## src/rtl/axi2ahb_pkg.sv

```systemverilog
// rtl/axi2ahb_pkg.sv - shared AHB constants, sequencer state type and width defaults
package axi2ahb_pkg;

    localparam int ADDR_W_DEF = 32;
    localparam int DATA_W_DEF = 32;
    localparam int LEN_W_DEF  = 8;

    localparam logic [1:0] HTRANS_IDLE   = 2'b00;
    localparam logic [1:0] HTRANS_BUSY   = 2'b01;
    localparam logic [1:0] HTRANS_NONSEQ = 2'b10;
    localparam logic [1:0] HTRANS_SEQ    = 2'b11;

    localparam logic [2:0] HBURST_INCR = 3'b001;

    localparam logic HRESP_OKAY  = 1'b0;
    localparam logic HRESP_ERROR = 1'b1;

    typedef enum logic [2:0] {
        ST_IDLE,
        ST_ADDR,
        ST_LAST_DATA,
        ST_ERR,
        ST_DRAIN,
        ST_DONE
    } seq_state_e;

    // Beat sizes above a word are not supported on this bus; fold them onto a word.
    function automatic logic [1:0] clamp_size(input logic [2:0] size);
        return (size > 3'd2) ? 2'd2 : size[1:0];
    endfunction

endpackage

```

## src/rtl/axi2ahb_addr_gen.sv

```systemverilog
// rtl/axi2ahb_addr_gen.sv - burst address, beat counter and NONSEQ/SEQ selection
// Ports:
//   load/load_addr/load_len/load_size : start a new burst (len is beats-1)
//   adv                               : address phase accepted, step address and count
//   drain_pop                         : beat discarded after an error, count only
//   haddr, size                       : current address and latched beat size
//   beats_left                        : beats not yet popped from the FIFO
//   nonseq                            : next beat must be NONSEQ (first beat or 1KB crossing)
//   first_beat                        : no beat of this burst accepted yet
module axi2ahb_addr_gen
    import axi2ahb_pkg::*;
#(
    parameter int ADDR_W = ADDR_W_DEF,
    parameter int LEN_W  = LEN_W_DEF
) (
    input  logic              clk,
    input  logic              resetn,
    input  logic              load,
    input  logic [ADDR_W-1:0] load_addr,
    input  logic [LEN_W-1:0]  load_len,
    input  logic [1:0]        load_size,
    input  logic              adv,
    input  logic              drain_pop,
    output logic [ADDR_W-1:0] haddr,
    output logic [1:0]        size,
    output logic [LEN_W:0]    beats_left,
    output logic              nonseq,
    output logic              first_beat
);

    logic [ADDR_W-1:0] haddr_q, haddr_d;
    logic [1:0]        size_q, size_d;
    logic [LEN_W:0]    beats_q, beats_d;
    logic              nonseq_q, nonseq_d;
    logic              first_q, first_d;
    logic [ADDR_W-1:0] next_addr;

    // Natural modulo-2^ADDR_W wrap of the adder is the intended behaviour.
    assign next_addr = haddr_q + (ADDR_W'(1) << size_q);

    always_comb begin
        haddr_d  = haddr_q;
        size_d   = size_q;
        beats_d  = beats_q;
        nonseq_d = nonseq_q;
        first_d  = first_q;
        if (load) begin
            haddr_d  = load_addr;
            size_d   = load_size;
            beats_d  = {1'b0, load_len} + {{LEN_W{1'b0}}, 1'b1};
            nonseq_d = 1'b1;
            first_d  = 1'b1;
        end else if (adv) begin
            haddr_d  = next_addr;
            beats_d  = beats_q - {{LEN_W{1'b0}}, 1'b1};
            // A beat landing on a 1KB boundary must restart the burst.
            nonseq_d = (next_addr[9:0] == 10'd0);
            first_d  = 1'b0;
        end else if (drain_pop) begin
            beats_d  = beats_q - {{LEN_W{1'b0}}, 1'b1};
        end
    end

    always_ff @(posedge clk or negedge resetn) begin
        if (!resetn) begin
            haddr_q  <= '0;
            size_q   <= '0;
            beats_q  <= '0;
            nonseq_q <= 1'b0;
            first_q  <= 1'b0;
        end else begin
            haddr_q  <= haddr_d;
            size_q   <= size_d;
            beats_q  <= beats_d;
            nonseq_q <= nonseq_d;
            first_q  <= first_d;
        end
    end

    assign haddr      = haddr_q;
    assign size       = size_q;
    assign beats_left = beats_q;
    assign nonseq     = nonseq_q;
    assign first_beat = first_q;

endmodule

```

## src/rtl/axi2ahb_wr_sequencer.sv

```systemverilog
// rtl/axi2ahb_wr_sequencer.sv - turns queued write commands plus FIFO data into AHB INCR write bursts
// Ports:
//   cmd_valid/cmd_ready/cmd_addr/cmd_len/cmd_size : one burst command per handshake
//   fifo_empty/fifo_rd_en/fifo_data               : write-data FIFO read port, one pop per beat
//   haddr/htrans/hwrite/hsize/hburst/hwdata       : AHB master request
//   hready/hresp                                  : AHB slave response
//   done_valid/done_err                           : per-burst completion pulse and error flag
module axi2ahb_wr_sequencer
    import axi2ahb_pkg::*;
#(
    parameter int ADDR_W = ADDR_W_DEF,
    parameter int DATA_W = DATA_W_DEF,
    parameter int LEN_W  = LEN_W_DEF
) (
    input  logic              clk,
    input  logic              resetn,
    input  logic              cmd_valid,
    output logic              cmd_ready,
    input  logic [ADDR_W-1:0] cmd_addr,
    input  logic [LEN_W-1:0]  cmd_len,
    input  logic [2:0]        cmd_size,
    input  logic              fifo_empty,
    output logic              fifo_rd_en,
    input  logic [DATA_W-1:0] fifo_data,
    output logic [ADDR_W-1:0] haddr,
    output logic [1:0]        htrans,
    output logic              hwrite,
    output logic [2:0]        hsize,
    output logic [2:0]        hburst,
    output logic [DATA_W-1:0] hwdata,
    input  logic              hready,
    input  logic              hresp,
    output logic              done_valid,
    output logic              done_err
);

    seq_state_e        state_q, state_d;
    logic              err_q, err_d;
    logic [DATA_W-1:0] hwdata_q, hwdata_d;

    logic              load, adv, drain_pop;
    logic [1:0]        size;
    logic [LEN_W:0]    beats_left;
    logic              nonseq, first_beat;
    logic              err_first;

    axi2ahb_addr_gen #(
        .ADDR_W (ADDR_W),
        .LEN_W  (LEN_W)
    ) u_addr_gen (
        .clk        (clk),
        .resetn     (resetn),
        .load       (load),
        .load_addr  (cmd_addr),
        .load_len   (cmd_len),
        .load_size  (clamp_size(cmd_size)),
        .adv        (adv),
        .drain_pop  (drain_pop),
        .haddr      (haddr),
        .size       (size),
        .beats_left (beats_left),
        .nonseq     (nonseq),
        .first_beat (first_beat)
    );

    // First cycle of a two-cycle ERROR response.
    assign err_first = (hresp == HRESP_ERROR) && !hready;

    always_comb begin
        state_d    = state_q;
        err_d      = err_q;
        hwdata_d   = hwdata_q;
        htrans     = HTRANS_IDLE;
        cmd_ready  = 1'b0;
        fifo_rd_en = 1'b0;
        done_valid = 1'b0;
        done_err   = 1'b0;
        load       = 1'b0;
        adv        = 1'b0;
        drain_pop  = 1'b0;
        unique case (state_q)
            ST_IDLE: begin
                // The async clear already parks the state in IDLE, so gate
                // ready with resetn to keep it low while reset is held.
                cmd_ready = resetn;
                if (cmd_valid && resetn) begin
                    load    = 1'b1;
                    err_d   = 1'b0;
                    state_d = ST_ADDR;
                end
            end
            ST_ADDR: begin
                if (err_first) begin
                    state_d = ST_ERR;
                end else if (fifo_empty) begin
                    htrans = first_beat ? HTRANS_IDLE : HTRANS_BUSY;
                end else begin
                    htrans = nonseq ? HTRANS_NONSEQ : HTRANS_SEQ;
                    if (hready) begin
                        adv        = 1'b1;
                        fifo_rd_en = 1'b1;
                        hwdata_d   = fifo_data;
                        if (beats_left == {{LEN_W{1'b0}}, 1'b1}) begin
                            state_d = ST_LAST_DATA;
                        end
                    end
                end
            end
            ST_LAST_DATA: begin
                if (err_first) begin
                    state_d = ST_ERR;
                end else if (hready) begin
                    state_d = ST_DONE;
                end
            end
            ST_ERR: begin
                err_d = 1'b1;
                if (hready) begin
                    state_d = (beats_left != '0) ? ST_DRAIN : ST_DONE;
                end
            end
            ST_DRAIN: begin
                // Discard the words of beats that never went out so the FIFO
                // stays aligned with the next command.
                if (beats_left == '0) begin
                    state_d = ST_DONE;
                end else if (!fifo_empty) begin
                    fifo_rd_en = 1'b1;
                    drain_pop  = 1'b1;
                end
            end
            ST_DONE: begin
                done_valid = 1'b1;
                done_err   = err_q;
                state_d    = ST_IDLE;
            end
            default: state_d = ST_IDLE;
        endcase
    end

    always_ff @(posedge clk or negedge resetn) begin
        if (!resetn) begin
            state_q  <= ST_IDLE;
            err_q    <= 1'b0;
            hwdata_q <= '0;
        end else begin
            state_q  <= state_d;
            err_q    <= err_d;
            hwdata_q <= hwdata_d;
        end
    end

    assign hwrite = (state_q == ST_ADDR) || (state_q == ST_LAST_DATA) ||
                    (state_q == ST_ERR)  || (state_q == ST_DRAIN);
    assign hsize  = {1'b0, size};
    assign hburst = HBURST_INCR;
    assign hwdata = hwdata_q;

endmodule

```

## config.mk

```make
export PLATFORM = sky130hd
export DESIGN_NAME = axi2ahb_wr_sequencer
export DESIGN_NICKNAME = d
export VERILOG_FILES = /design/src/rtl/axi2ahb_pkg.sv /design/src/rtl/axi2ahb_addr_gen.sv /design/src/rtl/axi2ahb_wr_sequencer.sv
export SDC_FILE = /design/constraint.sdc
export NUM_CORES = 1
export LEC_CHECK = 0
export ABC_AREA = 1
export BUFFER_PORTS_ARGS = -buffer_cell sky130_fd_sc_hd__buf_2
export CAP_MARGIN = 40
export CORE_MARGIN = 2
export CORE_UTILIZATION = 47
export DETAILED_ROUTE_END_ITERATION = 12
export PLACE_DENSITY = 0.77
export SLEW_MARGIN = 0
export SYNTH_ARGS = -nofsm -noshare
export SYNTH_HDL_FRONTEND = slang
export SYNTH_SLANG_ARGS = --single-unit
export TNS_END_PERCENT = 50
```

## constraint.sdc

```tcl
create_clock -name clk -period 2 [get_ports clk]
set_input_delay 0.2 -clock clk [delete_from_list [all_inputs] [get_ports clk]]
set_output_delay 0.2 -clock clk [all_outputs]
set_load 0.01 [all_outputs]
```

== Yosys cells after proc, flatten, opt, wreduce, memory -nomap -nowiden ==
Cells that the tools add are included.

* Flip-flop bits (word level): 81
* Bits of input ports: 81
* Output and inout port bits: 77

* $add $sub $neg: 3
* $lt $le $gt $ge: 1
* Eq/ne operators: 13
* Shifts and indexed selects: 1
* Muxes and demuxes: 41
* Bitwise operators: 2
* Reduce and logical (&&, ||, !) cells: 16

{| class="wikitable"
|+ Operators with widths
! operator !! count
|-
| $mux W32 || 2
|-
| $add A32 B32 Y32 || 1
|-
| $shl A1 B2 Y32 const A || 1
|-
| $mux W3 || 9
|-
| $mux W9 || 3
|-
| $mux W1 || 20
|-
| $pmux W3 S5 || 1
|-
| $ne A3 B3 Y1 const B || 4
|-
| $logic_not A10 Y1 || 1
|-
| $add A8 B1 Y9 const B || 1
|-
| $eq A9 B1 Y1 const B || 1
|-
| $logic_not A9 Y1 || 1
|-
| $reduce_bool A9 Y1 || 1
|-
| $sub A9 B1 Y9 const B || 1
|-
| $mux W2 || 4
|-
| $reduce_and A7 Y1 || 1
|-
| $eq A3 B2 Y1 const B || 2
|-
| $eq A3 B3 Y1 const B || 2
|-
| $ne A2 B2 Y1 const B || 3
|-
| $pmux W1 S2 || 2
|-
| $reduce_and A4 Y1 || 1
|-
| $reduce_bool A2 Y1 || 2
|-
| $eq A3 B1 Y1 const B || 1
|-
| $gt A3 B2 Y1 const B || 1
|-
| other kinds (7) || 11
|}

== Longest topological paths before layout ==
Gate-level depths: netlist (run 1).

* Depth after elaboration: 6
* Mapped depth: 14

== Cells and area by module ==
From an unflattened synthesis (run 1), not the netlist that was laid out.

* Cell total of the unflattened synthesis: 736
* Area, all modules: 5088.6 sq um

{| class="wikitable"
|+ Modules (own cells, without submodules)
! module !! times used !! cells an instance !! area each (sq um) !! sequential area each (sq um)
|-
| axi2ahb_addr_gen || 1 || 508 || 3355.7 || 1126.1
|-
| axi2ahb_wr_sequencer || 1 || 228 || 1732.9 || 900.9
|}

== Least setup slack after synthesis (run 1) ==
No wires, ideal clock.

* Kind: reg2reg
* Start point: register u_addr_gen.size_q[1] (netlist: u_addr_gen.size[1])
* End point: register u_addr_gen.haddr_q[18] (netlist: u_addr_gen.haddr[18])
* Setup time: 0.134 ns
* Data arrival time: 2.015 ns
* Setup slack: -0.149 ns
* Cell stages (with the launch flop): 13
* Clock period less this slack: 2.149 ns
* Cells stage by stage: dfrtp_1 > nor2_1 > ha_1 > inv_1 > fa_1 > inv_1 > nand3_1 > nand2_1 > nand2_1 > nor2_2 > nand3_1 > nand3_1 > o211ai_1

* Word-level cells in the longest chain between the ends: 4

{| class="wikitable"
|+ RTL lines
! item !! RTL line !! RTL
|-
| start: declaration || axi2ahb_addr_gen.sv:32 || <nowiki>logic [1:0] size_q, size_d;</nowiki>
|-
| start signal: assignment || axi2ahb_addr_gen.sv:73 || <nowiki>size_q <= size_d;</nowiki>
|-
| $shl A1 B2 Y32 || axi2ahb_addr_gen.sv:39 || <nowiki>assign next_addr = haddr_q + (ADDR_W'(1) << size_q);</nowiki>
|-
| $add A32 B32 Y32 || axi2ahb_addr_gen.sv:39 ||
|-
| $mux W32 || axi2ahb_addr_gen.sv:53 || <nowiki>end else if (adv) begin</nowiki>
|-
| $mux W32 || axi2ahb_addr_gen.sv:47 || <nowiki>if (load) begin</nowiki>
|-
| end signal: assignment || axi2ahb_addr_gen.sv:72 || <nowiki>haddr_q <= haddr_d;</nowiki>
|-
| end: declaration || axi2ahb_addr_gen.sv:31 || <nowiki>logic [ADDR_W-1:0] haddr_q, haddr_d;</nowiki>
|}

Every way passes these cells. The select of a mux whose other input is x is not followed.
A chain may end at the register's enable or synchronous reset.

== Worst setup path after layout (run 1) ==
* Start point: register u_addr_gen.size_q[1] (netlist: u_addr_gen.size[1])
* End point: register u_addr_gen.haddr_q[12] (netlist: u_addr_gen.haddr[12])

The elaborated chain is that of the path after synthesis.

==> flow_summary.yaml, run 1 <==
grt:
  gr-usage-all-layers_pct: 26.2
  grt_overflow: 0
  number_of_global_route_vias_before_repair: 5104
  grt_pass1_wl_um: 24000
  largest_net_degree_at_the_start_of_global_routing: 83
  antenna_found_initial: 0
synth:
  netlist_instances: 747
  cell_area_after_synthesis_mm2: 0.00505
  yosys_most_used_dff: "sky130_fd_sc_hd__dfrtp_1"
  async_reset_ff_share_pct: 100
  synth_area_per_cell_um2: 6.76
  total_of_flip_flops_plus_latches_after_synthesis: 81
  yosysUniqueCellTypes: 36
  synth.yosys.seq_area_share_pct: 40.2
  number_of_synthesized_flops_with_an_enable_pin: 0
  synth.yosys.warnings: 0
sta:
  final.setup.tns_ns: -0.522
  setup_ws_ns: -0.0855
  max_clock_freq_mhz: 479
  finalMaxSlewViolations: 0
  timing.final.hold_violations: 0
  worst_case_hold_slack_ns: 0.0140
  min_period_over_period_pct: 104
  rsz_0062_raised_after_global_routing: "true"
  setup_viol_count_final: 11
  fin_worst_skew_ns: 0.0153
  final_period_minus_worst_setup_slack_ns: 2.09
final_layout:
  layout_common_cells: "sky130_fd_sc_hd__nand2_1, sky130_fd_sc_hd__buf_2, sky130_fd_sc_hd__dfrtp_1"
  instances_no_fill: 1061
  synthToLayoutAreaGrowth_pct: 29.2
  diodes: 0
  layout.filler_cells: 1009
  drive_above_1_share_pct: 27.1
  mostFrequentLayoutCell: "sky130_fd_sc_hd__nand2_1"
  multi_input_area_mm2: 0.00280
  sequential_cell_area_mm2: 0.00203
  layout.nets: 1010
cts:
  cts.root.buffer_cell: "sky130_fd_sc_hd__clkbuf_8"
  h-tree-depth: 3
  cts.reportedPaths.clkPinSlew_ns: 0.10
  cts_buffer_depth: 2
  worstSkewPairLatency_ns: 0.37
  tritoncts: "built"
  cts-buffers-inserted: 9
  cts.sink_count: 81
power:
  leakagePower_uw: 0.00345
  worst_ir_drop_on_vdd_uv: 691
  netSwitchingPower_uw: 4260
  p_int_uw: 4980
  clockPowerShare_pct: 14.2
  power.switching_fraction_pct: 46.1
  power.share.sequential_pct: 34.5
  powerDensity_mw_per_mm2: 1420
  share_comb_of_total_power_pct: 51.3
routing:
  detail_route.drc_violations: 0
  routed-wl-met3_um: 1120
  detailedRoute.firstPassIterationCount: 5
  wl_per_cell_um: 14.0
  ant_nets: 0
  drt_iter0_markers: 309
  route.final.wire_length_um: 14900
  avgViaCountPerCell: 5.18
  top_signal_layer_used: "met4"
  route.vias.total: 5501
  wirelength_met1_um: 6440
  met2_wirelength_um: 6900
run_status:
  violations_in_the_final_reports: "setup timing"
  run_status: "finished with violations"
floorplan:
  initial_core_util_pct: 48.7
  ioPinCount: 158
  die_x_um: 108
  die_height_um: 108
  dieArea_mm2: 0.0116
  placementRows: 37
  core-area_mm2: 0.0104
min_path:
  hold-path-endpoint: "hwdata[19]$_DFFE_PN0P_"
  hold_path_depth: 3
  worstHoldPathType: "input port to flop"
  hold_path.startpoint: "fifo_data[19]"
placed_design:
  place.detailed.instances: 1035
  hpwlAfterDp_um: 10800
  post-place-ws_ns: -0.0986
  globalplace.congestion: 0.970
  placement.io_buffers: 153
critical_path:
  ff2ff_path_depth: 12
  slowest_delay_ns: 0.42
  timing.critical_path.cells: "nor2_1, ha_2, inv_2, fa_2, inv_2, nand3_4, nand2_4, nand2_8, nor2_4, nand3_1, a21oi_2, nor2_1"
  endpoint_kind: "flop"
  cp_data_arrival_time_ns: 2.34
  timing_worst_setup_path_type: "flop to flop"
  cp_slowest_cell: "sky130_fd_sc_hd__dfrtp_2"
  reg2reg_to: "u_addr_gen.haddr[12]$_DFFE_PN0P_"
  critical_path.max_fanout: 7
  rr_startpoint: "u_addr_gen.size[1]$_DFFE_PN0P_"
  timing.reg2reg.setup_slack_ns: -0.09
  critPathRequiredTime_ns: 2.25
  timing.critical_path.from_type: "flop"
job:
  maxCapViolations: 0
==> how the worst max path moves through the flow <==
stage / depth (start not counted) / slack [ns] / endpoint / startpoint
after floorplan: 12 / 0.001 / u_addr_gen.haddr[18]$_DFFE_PN0P_ / u_addr_gen.size[1]$_DFFE_PN0P_
after global placement: 12 / -0.04 / u_addr_gen.haddr[18]$_DFFE_PN0P_ / u_addr_gen.size[1]$_DFFE_PN0P_
after detailed placement: 12 / -0.1 / u_addr_gen.haddr[18]$_DFFE_PN0P_ / u_addr_gen.size[1]$_DFFE_PN0P_
after CTS: 14 / -0.08 / u_addr_gen.haddr[28]$_DFFE_PN0P_ / u_addr_gen.size[0]$_DFFE_PN0P_
after global routing: 14 / -0.24 / u_addr_gen.haddr[28]$_DFFE_PN0P_ / u_addr_gen.size[1]$_DFFE_PN0P_
final: 12 / -0.09 / u_addr_gen.haddr[12]$_DFFE_PN0P_ / u_addr_gen.size[1]$_DFFE_PN0P_
==> power by group through the flow <==
stage | clock network [uW] | logic (uW) | registers [uW]
after floorplan | 0 | 2500 | 3290
after CTS | 1330 | 4460 | 3150
after detailed placement | 0 | 4390 | 3150
after global routing | 1390 | 5290 | 3290
after global placement | 0 | 4290 | 3160
final | 1310 | 4740 | 3190
==> synth_stat cells (5+ instances only) <==
library cell               number  share of area, %
sky130_fd_sc_hd__ha_1           8               2.0
sky130_fd_sc_hd__inv_1         62               4.6
sky130_fd_sc_hd__nand3_1       67               6.6
sky130_fd_sc_hd__buf_4          5              0.74
sky130_fd_sc_hd__inv_2          5              0.37
sky130_fd_sc_hd__buf_6          5               1.1
sky130_fd_sc_hd__clkbuf_1       5              0.37
sky130_fd_sc_hd__o21ai_0       17               1.7
sky130_fd_sc_hd__xnor2_1        6               1.0
sky130_fd_sc_hd__nand2_1      307                23
sky130_fd_sc_hd__dfrtp_1       81                40
sky130_fd_sc_hd__nand3b_1       8               1.2
sky130_fd_sc_hd__nand4_1       11               1.4
sky130_fd_sc_hd__nor2_1        74               5.5
sky130_fd_sc_hd__o211ai_1      11               1.6
sky130_fd_sc_hd__o21ai_1       24               2.4
sky130_fd_sc_hd__a21oi_1        9              0.89
sky130_fd_sc_hd__buf_2         11               1.1
sky130_fd_sc_hd__nor3_1         5              0.50
==> per-layer routing <==
layer | GRT usage (%) | vias to the layer above
met3 | 5.08 | 34
li1 | - | 2715
met5 | 0 | -
met2 | 42.7 | 242
met4 | 10.9 | 0
met1 | 33.9 | 2510
==> flip-flops by register name, indices dropped and copies added, names as in the netlist <==
register,flops
u_addr_gen.haddr,32
u_addr_gen.nonseq,1
u_addr_gen.size,2
state_q,3
err_q,1
hwdata,32
u_addr_gen.first_beat,1
u_addr_gen.beats_left,9
==> cell families (layout without fill, tap and decap cells) <==
| family | after synthesis | in the layout | synth area share [%] |
|---|---|---|---|
| flip-flops | 81 | 81 | 40.2 |
| AND/OR/NAND/NOR | 487 | 487 | 40.1 |
| XOR/XNOR | 9 | 9 | 1.56 |
| other | 2 | 4 | 0.149 |
| buffers and inverters | 93 | 269 | 8.31 |
| adder cells (fa/ha/maj) | 9 | 9 | 2.38 |
| AO/OA/AOI/OAI | 66 | 66 | 7.34 |
==> through the flow <==
| stage | cell area, um2 | utilization (%) | power, uW |
|---|---|---|---|
| 2_1_floorplan | 5080 | - | 5790 |
| 3_3_place_gp | 6050 | 58.3 | 7460 |
| 3_5_place_dp | 6050 | 58.3 | 7540 |
| 4_1_cts | 6330 | 61.0 | 8940 |
| 5_1_grt | 6520 | 62.9 | 9970 |
| 6_report | 6520 | 62.9 | 9240 |
==> layout make-up <==
class	count	share of cell area (%)
Timing Repair Buffer	186	16.2
Clock inverter	6	1.15
Multi-Input combinational cell	575	43.0
Tap cell	136	2.61
Clock buffer	10	2.11
Sequential cell	81	31.1
Inverter	67	3.86
==> worst max-delay path: cells and delay by family (launching register included) <==
| family | cells | cell delay, ns |
|---|---|---|
| compound gates | 1 | 0.13 |
| fa+ha+maj | 2 | 0.54 |
| buf+inv | 2 | 0.12 |
| flops | 1 | 0.42 |
| simple gates | 7 | 0.77 |
==> timing repair <==
action | in CTS | in global routing
pin swaps | 8 | 18
endpoints found under the setup margin | 15 | 30
endpoints found under the hold margin | 81 | 0
resized for setup | 13 | 33
hold buffers | 1 | 0
setup buffers | 2 | 7
(Power assumes the default switching activity.)
==> run 2, diff against run 1 <==
--- a/config.mk
+++ b/config.mk
@@ -9,9 +9,9 @@
 export BUFFER_PORTS_ARGS = -buffer_cell sky130_fd_sc_hd__buf_2
 export CAP_MARGIN = 40
 export CORE_MARGIN = 2
-export CORE_UTILIZATION = 47
+export CORE_UTILIZATION = 41
 export DETAILED_ROUTE_END_ITERATION = 12
-export PLACE_DENSITY = 0.77
+export PLACE_DENSITY = 0.69
 export SLEW_MARGIN = 0
 export SYNTH_ARGS = -nofsm -noshare
 export SYNTH_HDL_FRONTEND = slang
==> run 2 against run 1 <==
  * The flow still finishes with violations (setup timing)
  * Critical path type unchanged
  * Worst hold slack better by 0.030 ns
  * Highest routed layer unchanged
  * Core utilization shrank 7.3 points
  * Cell area up 2.3%
  * Final cell count grew 1.1%
  * Largest power group unchanged
  * Die area is 14% higher
  * Wire length is 1.6% higher
  * Setup slack gained 0.011 ns
==> flow_summary.yaml, run 2 (same netlist as run 1, synthesis figures left out) <==
run_status:
  run_status: "finished with violations"
  violations_in_the_final_reports: "setup timing"
placed_design:
  place_area_mm2: 0.00608
  post-place-ws_ns: -0.125
  placement.io_buffers: 153
  hpwlAfterDp_um: 11100
  globalplace.congestion: 0.914
min_path:
  hold_path.startpoint: "fifo_data[1]"
  hold_path_depth: 3
  hold-path-endpoint: "hwdata[1]$_DFFE_PN0P_"
  worstHoldPathType: "input port to flop"
sta:
  setup_viol_count_final: 6
  final_period_minus_worst_setup_slack_ns: 2.07
  timing.final.hold_violations: 0
  min_period_over_period_pct: 104
  max_clock_freq_mhz: 482
  fin_worst_skew_ns: 0.00646
  setup_ws_ns: -0.0746
  finalMaxSlewViolations: 0
  rsz_0062_raised_after_global_routing: "true"
final_layout:
  multi_input_area_mm2: 0.00282
  layout_common_cells: "sky130_fd_sc_hd__nand2_1, sky130_fd_sc_hd__buf_2, sky130_fd_sc_hd__dfrtp_1"
  diodes: 0
  layout.filler_cells: 1194
  drive_above_1_share_pct: 28.2
  synthToLayoutAreaGrowth_pct: 32.2
  post_route_cell_area_mm2: 0.00667
  mostFrequentLayoutCell: "sky130_fd_sc_hd__nand2_1"
  layout.nets: 1011
  sequential_cell_area_mm2: 0.00203
grt:
  antenna_found_initial: 0
  grt_overflow: 0
  largest_net_degree_at_the_start_of_global_routing: 83
  grt_pass1_wl_um: 24400
  number_of_global_route_vias_before_repair: 5091
  gr-usage-all-layers_pct: 23.4
job:
  maxCapViolations: 0
critical_path:
  cp_slowest_cell: "sky130_fd_sc_hd__dfrtp_2"
  critPathRequiredTime_ns: 2.22
  slowest_delay_ns: 0.42
  timing.critical_path.cells: "nor2_2, ha_2, inv_2, fa_2, inv_2, nand3_4, nand2_4, nand2_4, nor2_4, nand4_1, nand3_1, nand3_1"
  timing_worst_setup_path_type: "flop to flop"
  rr_startpoint: "u_addr_gen.size[1]$_DFFE_PN0P_"
  reg2reg_to: "u_addr_gen.haddr[20]$_DFFE_PN0P_"
  timing.reg2reg.setup_slack_ns: -0.07
  endpoint_kind: "flop"
  ff2ff_path_depth: 12
  cp_data_arrival_time_ns: 2.30
  timing.critical_path.from_type: "flop"
  critical_path.max_fanout: 7
floorplan:
  dieArea_mm2: 0.0132
  placementRows: 40
  die_x_um: 115
  core-area_mm2: 0.0120
  die_height_um: 115
  initial_core_util_pct: 42.0
  ioPinCount: 158
power:
  worst_ir_drop_on_vdd_uv: 804
  powerDensity_mw_per_mm2: 1470
  leakagePower_uw: 0.00352
routing:
  ant_nets: 0
  drt_iter0_markers: 309
  detail_route.drc_violations: 0
  route.final.wire_length_um: 15100
  avgViaCountPerCell: 5.03
  route.vias.total: 5395
  met2_wirelength_um: 6910
  wl_per_cell_um: 14.1
  detailedRoute.firstPassIterationCount: 7
  top_signal_layer_used: "met4"
  routed-wl-met3_um: 1000
  wirelength_met1_um: 6850
cts:
  cts-buffers-inserted: 9
  cts.sink_count: 81
  tritoncts: "built"
  cts.reportedPaths.clkPinSlew_ns: 0.06
  worstSkewPairLatency_ns: 0.35
  cts.root.buffer_cell: "sky130_fd_sc_hd__clkbuf_16"
  cts_buffer_depth: 2
  h-tree-depth: 3
[run 2: cell count changes in the layout (fill, tap and decap cells not counted), moves of 2 or more]
cell,before,now
sky130_fd_sc_hd__nor2_1,71,66
sky130_fd_sc_hd__buf_4,30,27
sky130_fd_sc_hd__clkbuf_16,0,9
sky130_fd_sc_hd__clkinv_2,0,3
sky130_fd_sc_hd__dfrtp_1,80,78
sky130_fd_sc_hd__dfrtp_2,1,3
sky130_fd_sc_hd__nor2_2,3,8
sky130_fd_sc_hd__clkinv_4,2,0
sky130_fd_sc_hd__buf_6,1,4
sky130_fd_sc_hd__clkbuf_8,10,0
sky130_fd_sc_hd__o21ai_0,15,17
sky130_fd_sc_hd__inv_1,58,56
[run 2: what timing repair did]
action,in CTS,in global routing
hold buffers,1,0
resized for setup,12,45
buffers inserted,3,4
endpoints found under the hold margin,81,0
endpoints found under the setup margin,15,29
pin swaps,6,14
[run 2: stage by stage]
step           hold WS, ns  setup TNS [ns]  util (%)  std cells  power [uW]
2_1_floorplan      -0.0956               0         -        749        5790
4_1_cts             0.0348          -0.210      53.9       1069        9470
6_report            0.0443          -0.250      55.5       1073        9810
5_1_grt             0.0433           -2.14      55.5       1073       10600
3_5_place_dp         0.338          -0.870      50.6       1049        7580
3_3_place_gp         0.335          -0.335      50.6       1049        7520
[run 2: per-layer routing]
metal	up-vias	GRT usage (%)
li1	2715	-
met1	2449	31.1
met2	204	38.2
met3	27	4.85
met4	0	8.11
met5	-	0
[run 2: layout make-up]
class	count	share of cell area (%)
clock buffers	10	3.43
clock inverters	6	1.24
inverters	67	3.81
multi-input cells	575	42.2
flip-flops and latches	81	30.4
well taps	147	2.76
repair buffers	187	16.1
[run 2: where the power goes]
part	total, uW	leakage [uW]	internal, uW	switching, uW
clock	1770	0.000152	1090	679
sequential	3210	0.00101	2400	815
combinational	4830	0.00236	2030	2800
[run 2: worst max-delay path by stage]
stage	startpoint	endpoint	slack [ns]
after global routing	u_addr_gen.size[0]$_DFFE_PN0P_	u_addr_gen.haddr[28]$_DFFE_PN0P_	-0.21
after global placement	u_addr_gen.size[1]$_DFFE_PN0P_	u_addr_gen.haddr[18]$_DFFE_PN0P_	-0.08
after CTS	u_addr_gen.size[1]$_DFFE_PN0P_	u_addr_gen.haddr[20]$_DFFE_PN0P_	-0.06
final	u_addr_gen.size[1]$_DFFE_PN0P_	u_addr_gen.haddr[20]$_DFFE_PN0P_	-0.07
after detailed placement	u_addr_gen.size[1]$_DFFE_PN0P_	u_addr_gen.haddr[12]$_DFFE_PN0P_	-0.13
after floorplan	u_addr_gen.size[1]$_DFFE_PN0P_	u_addr_gen.haddr[18]$_DFFE_PN0P_	0.001
[run 2: critical path: cells and delay by family (launching register included)]
kind	cells	cell delay, ns
buffers and inverters	2	0.13
adders and majority gates	2	0.54
and+or+nand+nor	8	0.87
DFF	1	0.42
